**config.mk**
```make
export PLATFORM = sky130hd
export DESIGN_NAME = wb_write_arbiter
export DESIGN_NICKNAME = d
export VERILOG_FILES = /design/src/rtl/wb_write_arbiter.sv
export SDC_FILE = /design/constraint.sdc
export NUM_CORES = 1
export LEC_CHECK = 0
export ABC_AREA = 0
export CAP_MARGIN = 20
export CORE_ASPECT_RATIO = 1.2
export CORE_MARGIN = 4
export CORE_UTILIZATION = 61
export CTS_BUF_LIST = sky130_fd_sc_hd__clkbuf_4 sky130_fd_sc_hd__clkbuf_8
export DETAILED_ROUTE_END_ITERATION = 7
export HOLD_SLACK_MARGIN = 0.05
export PLACE_DENSITY_LB_ADDON = 0.15
export SYNTH_ARGS = -nofsm -noshare
export SYNTH_HDL_FRONTEND = slang
export SYNTH_SLANG_ARGS = --single-unit
export TNS_END_PERCENT = 30
```
**constraint.sdc**
```tcl
create_clock -name clk -period 3.7 [get_ports clk]
set_input_delay 0.74 -clock clk [delete_from_list [all_inputs] [get_ports clk]]
set_output_delay 0.74 -clock clk [all_outputs]
set_load 0.005 [all_outputs]
```
**src/rtl/wb_write_arbiter.sv**
```systemverilog
// Writeback arbiter for the register file write port.
// The in-order WB stage always wins the slot. Mul/div results wait in a small
// FIFO and drain into slots the pipeline leaves idle. A younger pipeline write
// to the same rd squashes buffered results. Live entries are exposed to the
// hazard unit, and a stall is requested when the FIFO starves.
module wb_write_arbiter #(
    parameter int XLEN         = 32,
    parameter int DEPTH        = 4,
    parameter int STARVE_LIMIT = 8
) (
    input  logic            clk,
    input  logic            rst,
    input  logic            wb_valid,
    input  logic [4:0]      wb_rd,
    input  logic [XLEN-1:0] wb_data,
    input  logic            md_valid,
    output logic            md_ready,
    input  logic [4:0]      md_rd,
    input  logic [XLEN-1:0] md_data,
    output logic            rf_we,
    output logic [4:0]      rf_addr,
    output logic [XLEN-1:0] rf_wdata,
    output logic            wb_stall,
    input  logic [4:0]      q_rs1,
    input  logic [4:0]      q_rs2,
    output logic            pend_rs1,
    output logic            pend_rs2
);

    localparam int PW = (DEPTH > 1) ? $clog2(DEPTH) : 1;
    localparam int CW = $clog2(DEPTH + 1);
    localparam int SW = $clog2(STARVE_LIMIT + 1);

    // FIFO storage and bookkeeping
    logic [4:0]      rd_q   [DEPTH];
    logic [XLEN-1:0] data_q [DEPTH];
    logic [DEPTH-1:0] live_q, live_d;
    logic [PW-1:0]   wr_ptr_q, rd_ptr_q;
    logic [CW-1:0]   count_q, count_d;
    logic [SW-1:0]   starve_q, starve_d;

    // Registered write port and stall request
    logic            rf_we_q, rf_we_d;
    logic [4:0]      rf_addr_q, rf_addr_d;
    logic [XLEN-1:0] rf_wdata_q, rf_wdata_d;
    logic            stall_q, stall_d;

    logic full, empty, push, pop, wb_kill;

    assign full     = (count_q == CW'(DEPTH));
    assign empty    = (count_q == '0);
    assign md_ready = !full;                       // occupancy only, no pop credit
    assign push     = md_valid && !full;
    assign pop      = !wb_valid && !empty;         // pipeline always has priority
    assign wb_kill  = wb_valid && (wb_rd != 5'd0);

    // Slot selection: pipeline, else FIFO head, else hold address/data with no write
    always_comb begin
        // NOTE: every combinational output gets a default first so no path leaves it unassigned (no latch).
        rf_we_d    = 1'b0;
        rf_addr_d  = rf_addr_q;
        rf_wdata_d = rf_wdata_q;
        if (wb_valid) begin
            rf_we_d    = (wb_rd != 5'd0);
            rf_addr_d  = wb_rd;
            rf_wdata_d = wb_data;
        end else if (!empty) begin
            rf_we_d    = live_q[rd_ptr_q] && (rd_q[rd_ptr_q] != 5'd0);
            rf_addr_d  = rd_q[rd_ptr_q];
            rf_wdata_d = data_q[rd_ptr_q];
        end
    end

    // Live bits: retire on pop, squash on WAW, new entry squashed if pipeline hits same rd
    always_comb begin
        live_d = live_q;
        if (pop) begin
            live_d[rd_ptr_q] = 1'b0;
        end
        if (wb_kill) begin
            for (int i = 0; i < DEPTH; i++) begin
                if (rd_q[i] == wb_rd) begin
                    live_d[i] = 1'b0;
                end
            end
        end
        if (push) begin
            live_d[wr_ptr_q] = (md_rd != 5'd0) && !(wb_valid && (wb_rd == md_rd));
        end
    end

    // Occupancy and starvation counter next state
    always_comb begin
        count_d = count_q;
        if (push && !pop) begin
            count_d = count_q + CW'(1);
        end else if (pop && !push) begin
            count_d = count_q - CW'(1);
        end
        starve_d = starve_q;
        if (empty || pop) begin
            starve_d = '0;
        end else if (starve_q != SW'(STARVE_LIMIT)) begin
            starve_d = starve_q + SW'(1);
        end
        stall_d = (starve_d == SW'(STARVE_LIMIT));
    end

    // Hazard query: OR over live entries, never for x0
    always_comb begin
        pend_rs1 = 1'b0;
        pend_rs2 = 1'b0;
        for (int i = 0; i < DEPTH; i++) begin
            if (live_q[i] && (rd_q[i] == q_rs1)) pend_rs1 = 1'b1;
            if (live_q[i] && (rd_q[i] == q_rs2)) pend_rs2 = 1'b1;
        end
        if (q_rs1 == 5'd0) pend_rs1 = 1'b0;
        if (q_rs2 == 5'd0) pend_rs2 = 1'b0;
    end

    // Control state registers with synchronous reset
    always_ff @(posedge clk) begin
        // NOTE: sequential state uses non-blocking assignments so all registers update from pre-edge values.
        if (rst) begin
            live_q     <= '0;
            wr_ptr_q   <= '0;
            rd_ptr_q   <= '0;
            count_q    <= '0;
            starve_q   <= '0;
            rf_we_q    <= 1'b0;
            rf_addr_q  <= 5'd0;
            rf_wdata_q <= '0;
            stall_q    <= 1'b0;
        end else begin
            live_q     <= live_d;
            count_q    <= count_d;
            starve_q   <= starve_d;
            rf_we_q    <= rf_we_d;
            rf_addr_q  <= rf_addr_d;
            rf_wdata_q <= rf_wdata_d;
            stall_q    <= stall_d;
            if (push) wr_ptr_q <= wr_ptr_q + PW'(1);
            if (pop)  rd_ptr_q <= rd_ptr_q + PW'(1);
        end
    end

    // FIFO payload storage
    always_ff @(posedge clk) begin
        // NOTE: payload is not reset; cleared live bits and occupancy make stale contents unreachable.
        if (push) begin
            rd_q[wr_ptr_q]   <= md_rd;
            data_q[wr_ptr_q] <= md_data;
        end
    end

    assign rf_we    = rf_we_q;
    assign rf_addr  = rf_addr_q;
    assign rf_wdata = rf_wdata_q;
    assign wb_stall = stall_q;

endmodule

```
---- Yosys cells after proc, flatten, opt, wreduce, memory -nomap -nowiden ----
Memory sizes are Yosys's and may differ from the RTL's. A register that Yosys moved wholly into a read port is not among the register bits.
Index checks and enable logic that the tools add are counted.
storage, ports and cells
  bits in registers ....................... 54
  output and inout port bits .............. 42
  memories kept ........................... 2
  bits in latches ......................... 0
  bits of input ports ..................... 88
  ROM bits ................................ 0
  memory bits (writable) .................. 148
  logic and storage cells ................. 111
operators by class
  div/mod/pow operators ................... 0
  shifts and indexed selects .............. 0
  bitwise operators ....................... 2
  order comparisons ....................... 4
  multiplexer cells ....................... 40
  reductions and logical operators ........ 32
  add/subtract/negate cells ............... 5
  multipliers ............................. 0
  equal/unequal tests ..................... 17
memories
  name    depth  width  rd ports  clocked after Yosys merged registers in  write ports  line  text
  data_q  4      32     1         1                                        1            36    logic [XLEN-1:0] data_q [DEPTH];
  rd_q    4      5      5         1                                        1            35    logic [4:0] rd_q [DEPTH];
operators with widths
  operator               number
  $eq A5 B5 Y1           13
  $mux W32               2
  $mux W1                21
  $mux W4                5
  $logic_and A1 B1 Y1    18
  $reduce_bool A5 Y1     3
  $logic_not A5 Y1       2
  $mux W5                2
  $mux W2                4
  $logic_not A1 Y1       6
  $lt A2 B3 Y1 const B   2
  $mux W3                2
  $add A2 B1 Y2 const B  2
  $add A4 B1 Y4 const B  1
  $and A4 B4 Y4          1
  $bwmux W4              1
  $demux W1 S2           2
  $eq A4 B4 Y1 const B   1
  $ge A2 B1 Y1 const B   2
  $ne A4 B4 Y1 const B   1
  $not A4 Y4             1
  $add A3 B1 Y3 const B  1
  $eq A3 B3 Y1 const B   1
  $logic_not A3 Y1       1
  5 further kinds        5

---- Depth between registers and ports, before layout ----
Gate-level depths: netlist of run 1.
  word-level depth ........................ 11
  mapped depth ............................ 10
  depth with buffers taken out ............ 9

---- Least setup slack after synthesis of run 1 ----
OpenSTA, ideal clock, no wires.
  path kind ............................... in2reg
  from .................................... in wb_valid
  to ...................................... reg count_q[2]
  stages on the path ...................... 10
  library setup time ...................... 0.071 ns
  slack ................................... 1.239 ns
  required time ........................... 3.629 ns
  data arrival time ....................... 2.391 ns
  path buffers ............................ 2
  path through ............................ buf_2 -> buf_2 -> nor2_2 -> inv_2 -> ha_1 -> inv_1 -> fa_1 -> xor2_1 -> or3_1 -> a21oi_1
between the ends
  cells in the longest elaborated chain, start to end .. 5
  elaborated cells on any way between the ends .. 7
  those cells by class .................... 1 x mux; 6 x reduce/logical
ends and longest elaborated chain
  element                                        line  text
  from (decl)                                    13    input logic wb_valid,
  $logic_not A1 Y1 (*)                           54    assign pop = !wb_valid && !empty;
  $logic_and A1 B1 Y1 (*)                        54
  $logic_not A1 Y1                               95    if (push && !pop) begin
  $logic_and A1 B1 Y1                            95
  $mux W3 or $reduce_bool A2 Y1 (tied branches)  -
  to (signal assigned)                           136   count_q <= count_d;
  to (decl)                                      39    logic [CW-1:0] count_q, count_d;
Every way passes the cells marked *; elsewhere a longest branch is shown, timed or not.
A chain may end at the register's enable or synchronous reset.

---- Worst setup path in the final report of run 1 ----
  from .................................... in q_rs2[3]
  to ...................................... out pend_rs2
between the ends
  cells in the longest elaborated chain, start to end .. 7
  elaborated cells on any way between the ends .. 14
  those cells by class .................... 4 x eq/ne; 5 x mux; 5 x reduce/logical
ends and longest elaborated chain
  element                line  text
  from (decl)            25    input logic [4:0] q_rs2,
  $eq A5 B5 Y1           115   if (live_q[i] && (rd_q[i] == q_rs2)) pend_rs2 = 1'b1;
  $logic_and A1 B1 Y1    115
  $mux W1 (4 in series)  115
  $mux W1 (*)            118   if (q_rs2 == 5'd0) pend_rs2 = 1'b0;
  to (decl)              27    output logic pend_rs2
Marked as above.

==> out/qor.csv, run 1 <==
stage,metric,value,unit
power_and_ir_drop,peakVddDrop,0.569,mV
power_and_ir_drop,power.internal,4.79,mW
worst_setup_path,crit_fanout,5,
global_routing,antenna_found_initial,0,
timing,finalCritPeriodShare,92.2,%
cts,clock-sinks,204,
timing,setup_tns,0,ns
yosys,synth_seq_area_share,63.1,%
floorplanning,die_h,140,um
worst_setup_path,slowest_delay,0.56,ns
yosys,synth_area_leader_cell,edfxtp_1,
cts,cts.clk_slew.worst_paths,0.06,ns
worst_setup_path,cp-startpoint,q_rs2[3],
place,placed_cell_area,10200,sq um
cts,htree_levels,1,
routing,routed_wl,20500,um
cells_and_area,final_cell_area,10900,sq um
timing,max_slew.worst_pin.slew,0.837,ns
worst_setup_path,critPathKind,input port to primary output,
worst_setup_path,r2r-start,count_q[0],
cells_and_area,multi_input_area,2840,sq um
worst_setup_path,crit_path_end,pend_rs2,
routing,dr_total_vias,5665,
yosys,async_flop_share,0,%
power_and_ir_drop,leakage,3.88,nW
cts,clock_latency,0.57,ns
job,drv_cap,0,
cells_and_area,num_antenna_cells,0,
global_routing,grt_pass1_wl,32600,um
floorplanning,top_level_ports,130,
power_and_ir_drop,power.switching,1.93,mW
worst_setup_path,critical-path-slowest-cell,clkdlybuf4s50_1,
place,io_buffers,129,
timing,clock.fmax,293,MHz
cts,cts_tree,built,
cells_and_area,fillers,819,
cells_and_area,final-seq-area,5570,sq um
cts,postCtsHoldBufs,0,
global_routing,grt_pass1_vias,6114,
power_and_ir_drop,total_power,6.72,mW
worst_setup_path,reg2reg_slack,1.31,ns
floorplanning,coreArea,14000,sq um
worst_setup_path,reg2reg_depth,8,
worst_setup_path,critical_path.endpoint_type,primary output,
routing,wl_per_cell,21.6,um
yosys,yosys_warnings,0,
place,gp_congestion,0.855,
timing,finalCriticalPeriod,3.41,ns
place,dp_hpwl,13900,um
worst_setup_path,crit_family,buffers and inverters,
cts,post_cts_buffers,0,
global_routing,grt_usage,25.1,%
outcome,status,"complete, no violations",
cells_and_area,nets,854,
floorplanning,start_util,63.0,%
power_and_ir_drop,clkPwrFrac,29.8,%
floorplanning,num_rows,47,
cells_and_area,drive_above_1_share,15.4,%
timing,hold_viol_final,0,
yosys,syn-num-nets,727,
cts,cts-root-buf,clkbuf_8,
timing,worst_slack,0.288,ns
timing,clock_skew,0.0332,ns
worst_setup_path,path_buf_inv,2,
worst_setup_path,path_cells,clkdlybuf4s50_1 > xor2_1 > nor4_1 > nand3_1 > nand4_1 > o21a_1 > clkdlybuf4s50_1,
power_and_ir_drop,seqPwrFrac,45.2,%
yosys,synth_edf_count,148,
yosys,ys_seq_elements,204,
routing,dr.pass1.iters,5,
routing,ant_nets,0,
yosys,synth_cell_types,40,
routing,drc,0,
worst_setup_path,cpMostUsedCell,clkdlybuf4s50_1,
global_routing,gr-total-overflow,0,
worst_setup_path,arrival,2.67,ns
floorplanning,fp.dieArea,16500,sq um
routing,initialDrtViolationCount,369,
yosys,syn_inst,627,
power_and_ir_drop,p_per_area,616,nW/um^2
floorplanning,die_x,118,um
timing,setup_viol,0,
worst_setup_path,setup.worst_path.start_class,input port,
power_and_ir_drop,netSwitchingFraction,28.8,%
timing,whs,0.554,ns
yosys,synth_area_leaders,"edfxtp_1, dfxtp_1, mux4_2, xor2_1, a221oi_1",
cells_and_area,area_growth,23.7,%
routing,via_per_inst,5.97,
worst_setup_path,required,2.96,ns
min_path,hold_path.class,flip-flop to flip-flop,
power_and_ir_drop,combPwrFrac,25.0,%
global_routing,grt_max_degree,57,
timing,rsz0062_at_grt,no,
worst_setup_path,rr_endpoint,count_q[2],
timing,maxSlewViolCount,0,
place,dp_slack,0.277,ns
yosys,avgSynthCellArea,14.1,sq um
cts,post_cts.resized_instances,0,
yosys,synth_most_common_cell,edfxtp_1,
cts,clk_path_buf_depth,3,
yosys,syn_area,8820,sq um
yosys,synthFlopType,edfxtp_1,
yosys,synth_common_cells,"edfxtp_1, dfxtp_1, nand2_1",
cts,cts_inserted_buffers,31,
timing,relSlewSlack,44.2,%
worst_setup_path,crit_cells,7,
yosys,synth_top_cell_area_share,50.4,%
==> power groups by stage <==
stage	clock network, mW	registers (mW)	logic (mW)
after floorplan	0	2.96	1.17
after global placement	0	3.07	1.64
after detailed placement	0	3.09	1.69
after CTS	2.03	3.05	1.70
after global routing	2.14	3.08	1.84
final	2.00	3.04	1.68
==> state kept, by name (all words and copies together) (netlist names), 3 cells and up, named ones only <==
| signal | count |
|---|---|
| rf_addr | 5 |
| rf_wdata | 32 |
| rd_q | 20 |
| data_q | 128 |
| count_q | 3 |
| live_q | 4 |
| starve_q | 4 |
==> placed cells by master (no fill, tap or decap), drive strengths merged, types with 3 or more instances in the layout <==
cell type / n
a21oi: 42
a221oi: 38
buf: 13
clkbuf: 48
clkdlybuf4s50: 127
clkinv: 6
dfxtp: 56
edfxtp: 148
ha: 11
inv: 52
mux4: 38
nand2: 52
nand3: 14
nand4: 3
nand4b: 4
nor2: 16
nor4: 13
o21ai: 4
o22ai: 4
or4: 3
xnor2: 28
xor2: 43
==> layout make-up <==
class / count / area share (%)
inverter: 51 / 1.75
clock buffer: 48 / 5.42
clock inverter: 9 / 0.940
multi-input combinational: 326 / 26.0
tap: 171 / 1.96
sequential: 204 / 51.0
timing repair buffer: 140 / 13.0
==> cell families (layout without fill, tap and decap cells) <==
logic type,after synthesis,after routing,synth area share (%)
AO/OA/AOI/OAI,91,91,7.16
multiplexers,41,41,10.1
buffers and inverters,97,248,4.85
XOR/XNOR,71,71,7.05
AND/OR/NAND/NOR,111,111,6.01
adder cells (fa/ha/maj),12,12,1.79
flip-flops,204,204,63.1
==> metrics by stage <==
step,utilization [%],cells
after floorplan,-,627
after CTS,78.0,949
after global placement,73.0,892
after global routing,78.0,949
final,78.0,949
after detailed placement,73.0,892
==> worst min path at each step <==
stage,depth (start not counted),slack (ns),start,to
floorplan,2,0.50,live_q[2],live_q[2]
global placement,2,0.52,rd_ptr_q[1],flip-flop
detailed placement,2,0.55,rf_wdata[4],rf_wdata[4]
CTS,2,0.56,rf_wdata[13],rf_wdata[13]
global route,2,0.58,rf_addr[4],rf_addr[4]
finish,2,0.55,rf_wdata[16],rf_wdata[16]
==> worst register-to-register path, delay by kind of cell (launching register included) <==
family	cells	cell delay, ns
flops	1	0.48
xor+xnor	1	0.18
fa+ha+maj	2	0.64
simple gates	2	0.44
buf+inv	1	0.06
compound gates	2	0.52
==> layer usage <==
layer	vias to the layer above	GRT usage [%]	share of wire (%)
li1	2589	-	-
met4	0	7.65	2.1
met2	239	46.0	53
met3	44	4.59	6.6
met1	2793	30.0	38
met5	-	0	0
Power figures use the tool's default switching activity.
==> inputs of run 2 (changes only) <==
--- a/config.mk
+++ b/config.mk
@@ -7,7 +7,7 @@
 export LEC_CHECK = 0
 export ABC_AREA = 0
 export CAP_MARGIN = 20
-export CORE_ASPECT_RATIO = 1.2
+export CORE_ASPECT_RATIO = 1.4
 export CORE_MARGIN = 4
 export CORE_UTILIZATION = 61
 export CTS_BUF_LIST = sky130_fd_sc_hd__clkbuf_4 sky130_fd_sc_hd__clkbuf_8
@@ -17,4 +17,4 @@
 export SYNTH_ARGS = -nofsm -noshare
 export SYNTH_HDL_FRONTEND = slang
 export SYNTH_SLANG_ARGS = --single-unit
-export TNS_END_PERCENT = 30
+export TNS_END_PERCENT = 50
==> run 2 against run 1 <==
Against the previous run:
- first-iteration DRC count increased by 18%
- critical path depth is the same
- final area decreased by 0.56%
- power is 1.2% lower
==> out/qor.csv, run 2 (synthesis gave the netlist of run 1 again) <==
stage,metric,value,unit,change
place,dp_hpwl,14000,um,was 13900 um
cells_and_area,instances_no_fill,962,,was 949
timing,relSlewSlack,25.1,%,was 44.2%
floorplanning,start_util,62.8,%,was 63.0%
cts,cts_tree,built,,unchanged
cts,cts.clk_slew.worst_paths,0.06,ns,about the same
routing,wl_per_cell,21.6,um,about the same
global_routing,antenna_found_initial,2,,was 0
cts,post_cts_buffers,0,,unchanged
worst_setup_path,r2r-start,count_q[2],,was count_q[0]
timing,worst_slack,0.279,ns,was 0.288 ns
routing,initialDrtViolationCount,434,,was 369
global_routing,grt_pass1_vias,6182,,was 6114
job,drv_cap,0,,unchanged
worst_setup_path,cp-startpoint,q_rs2[2],,was q_rs2[3]
worst_setup_path,crit_fanout,5,,unchanged
routing,via_per_inst,5.93,,was 5.97
place,gp_congestion,0.879,,was 0.855
outcome,status,"complete, no violations",,unchanged
power_and_ir_drop,p_per_area,612,nW/um^2,was 616 nW/um^2
power_and_ir_drop,leakage,3.85,nW,was 3.88 nW
floorplanning,num_rows,51,,was 47
power_and_ir_drop,total_power,6.64,mW,was 6.72 mW
place,dp_slack,0.299,ns,was 0.277 ns
routing,dr_total_vias,5705,,was 5665
timing,clock_skew,0.0129,ns,was 0.0332 ns
worst_setup_path,critical_path.endpoint_type,primary output,,unchanged
timing,clock.fmax,292,MHz,was 293 MHz
place,dp.cells,909,,was 892
cts,post_cts.resized_instances,0,,unchanged
worst_setup_path,required,2.96,ns,about the same
routing,drc,0,,unchanged
cells_and_area,nets,855,,was 854
power_and_ir_drop,peakVddDrop,0.541,mV,was 0.569 mV
worst_setup_path,arrival,2.68,ns,was 2.67 ns
worst_setup_path,reg2reg_slack,1.08,ns,was 1.31 ns
routing,ant_nets,0,,unchanged
cts,clock-sinks,204,,unchanged
cts,clk_path_buf_depth,3,,unchanged
cells_and_area,final_cell_mix,"edfxtp_1, clkdlybuf4s50_1, dfxtp_1",,unchanged
timing,setup_tns,0,ns,unchanged
cts,htree_levels,1,,unchanged
global_routing,grt_pass1_wl,31900,um,was 32600 um
routing,dr.pass1.iters,5,,unchanged
cells_and_area,drive_above_1_share,14.4,%,was 15.4%
timing,rsz0062_at_grt,no,,unchanged
timing,finalCriticalPeriod,3.42,ns,was 3.41 ns
routing,routed_wl,20800,um,was 20500 um
worst_setup_path,critPathKind,input port to primary output,,unchanged
floorplanning,coreArea,14000,sq um,about the same
floorplanning,fp.dieArea,16500,sq um,about the same
timing,maxSlewViolCount,0,,unchanged
cts,cts-root-buf,clkbuf_8,,unchanged
place,io_buffers,129,,unchanged
min_path,hold_path.class,flip-flop to flip-flop,,unchanged
global_routing,gr-total-overflow,0,,unchanged
cells_and_area,area_growth,23.0,%,was 23.7%
timing,hold_viol_final,0,,unchanged
cells_and_area,largest_register_ffs,128,,unchanged
timing,whs,0.556,ns,was 0.554 ns
global_routing,grt_max_degree,78,,was 57
floorplanning,die_x,110,um,was 118 um
floorplanning,top_level_ports,130,,unchanged
floorplanning,die_h,150,um,was 140 um
cts,clock_latency,0.54,ns,was 0.57 ns
cells_and_area,layout_commonest_cell,edfxtp_1,,unchanged
cts,postCtsHoldBufs,0,,unchanged
cells_and_area,largest-register,data_q,,unchanged
min_path,hold_path_startpoint,rf_wdata[2],,was rf_wdata[16]
worst_setup_path,setup.worst_path.start_class,input port,,unchanged
timing,finalCritPeriodShare,92.4,%,was 92.2%
global_routing,grt_usage,25.5,%,was 25.1%
timing,max_slew.worst_pin.slew,1.12,ns,was 0.837 ns
timing,setup_viol,0,,unchanged
cts,cts_inserted_buffers,29,,was 31
[run 2: cell types whose count changed in the layout (fill, tap and decap cells not counted), sizes merged]
cell,before,now
buf,13,16
bufinv,2,3
clkbuf,48,39
clkinv,6,8
clkinvlp,0,1
diode,0,1
[run 2: stage by stage]
| step | utilization (%) | area [sq um] |
|---|---|---|
| after global placement | 72.7 | 10200 |
| after global routing | 77.3 | 10900 |
| final | 77.3 | 10900 |
| after floorplan | - | 8820 |
| after CTS | 77.3 | 10900 |
| after detailed placement | 72.7 | 10200 |
[run 2: critical path, cell delays in order]
cell and delay, ns:
clkdlybuf4s50_1 0.54, xor2_1 0.20, nor4_1 0.30, nand3_1 0.12, nand4_1 0.11, o21a_1 0.16, clkdlybuf4s50_1 0.51
[run 2: layout make-up]
type,instances,area [sq um]
sequential,204,5570
fill,871,3180
multi-input combinational,326,2840
timing repair buffer,143,1390
clock buffer,39,493
tap,185,231
inverter,51,191
clock inverter,13,148
antenna,1,2.50
[run 2: routing by layer]
metal	vias up	track usage (%)	part of all wire (%)
met5	-	0	0.048
met4	2	10.9	4.1
met3	65	4.59	5.8
met2	225	45.9	54
met1	2832	29.6	36
li1	2581	-	-
[run 2: final timing paths]
path	end	cells after the start
setup / recovery	pend_rs2	7
hold reg to reg	rf_wdata[2]	2
setup reg to reg	count_q[2]	10
hold / removal	rf_wdata[2]	2
[run 2: report_power, final]
group / total, mW / switching (mW) / internal, mW / leakage [nW]
sequential: 3.04 / 0.253 / 2.78 / 1.82
clock: 1.90 / 0.819 / 1.08 / 0.333
combinational: 1.71 / 0.864 / 0.842 / 1.70
total: 6.64 / 1.94 / 4.71 / 3.85
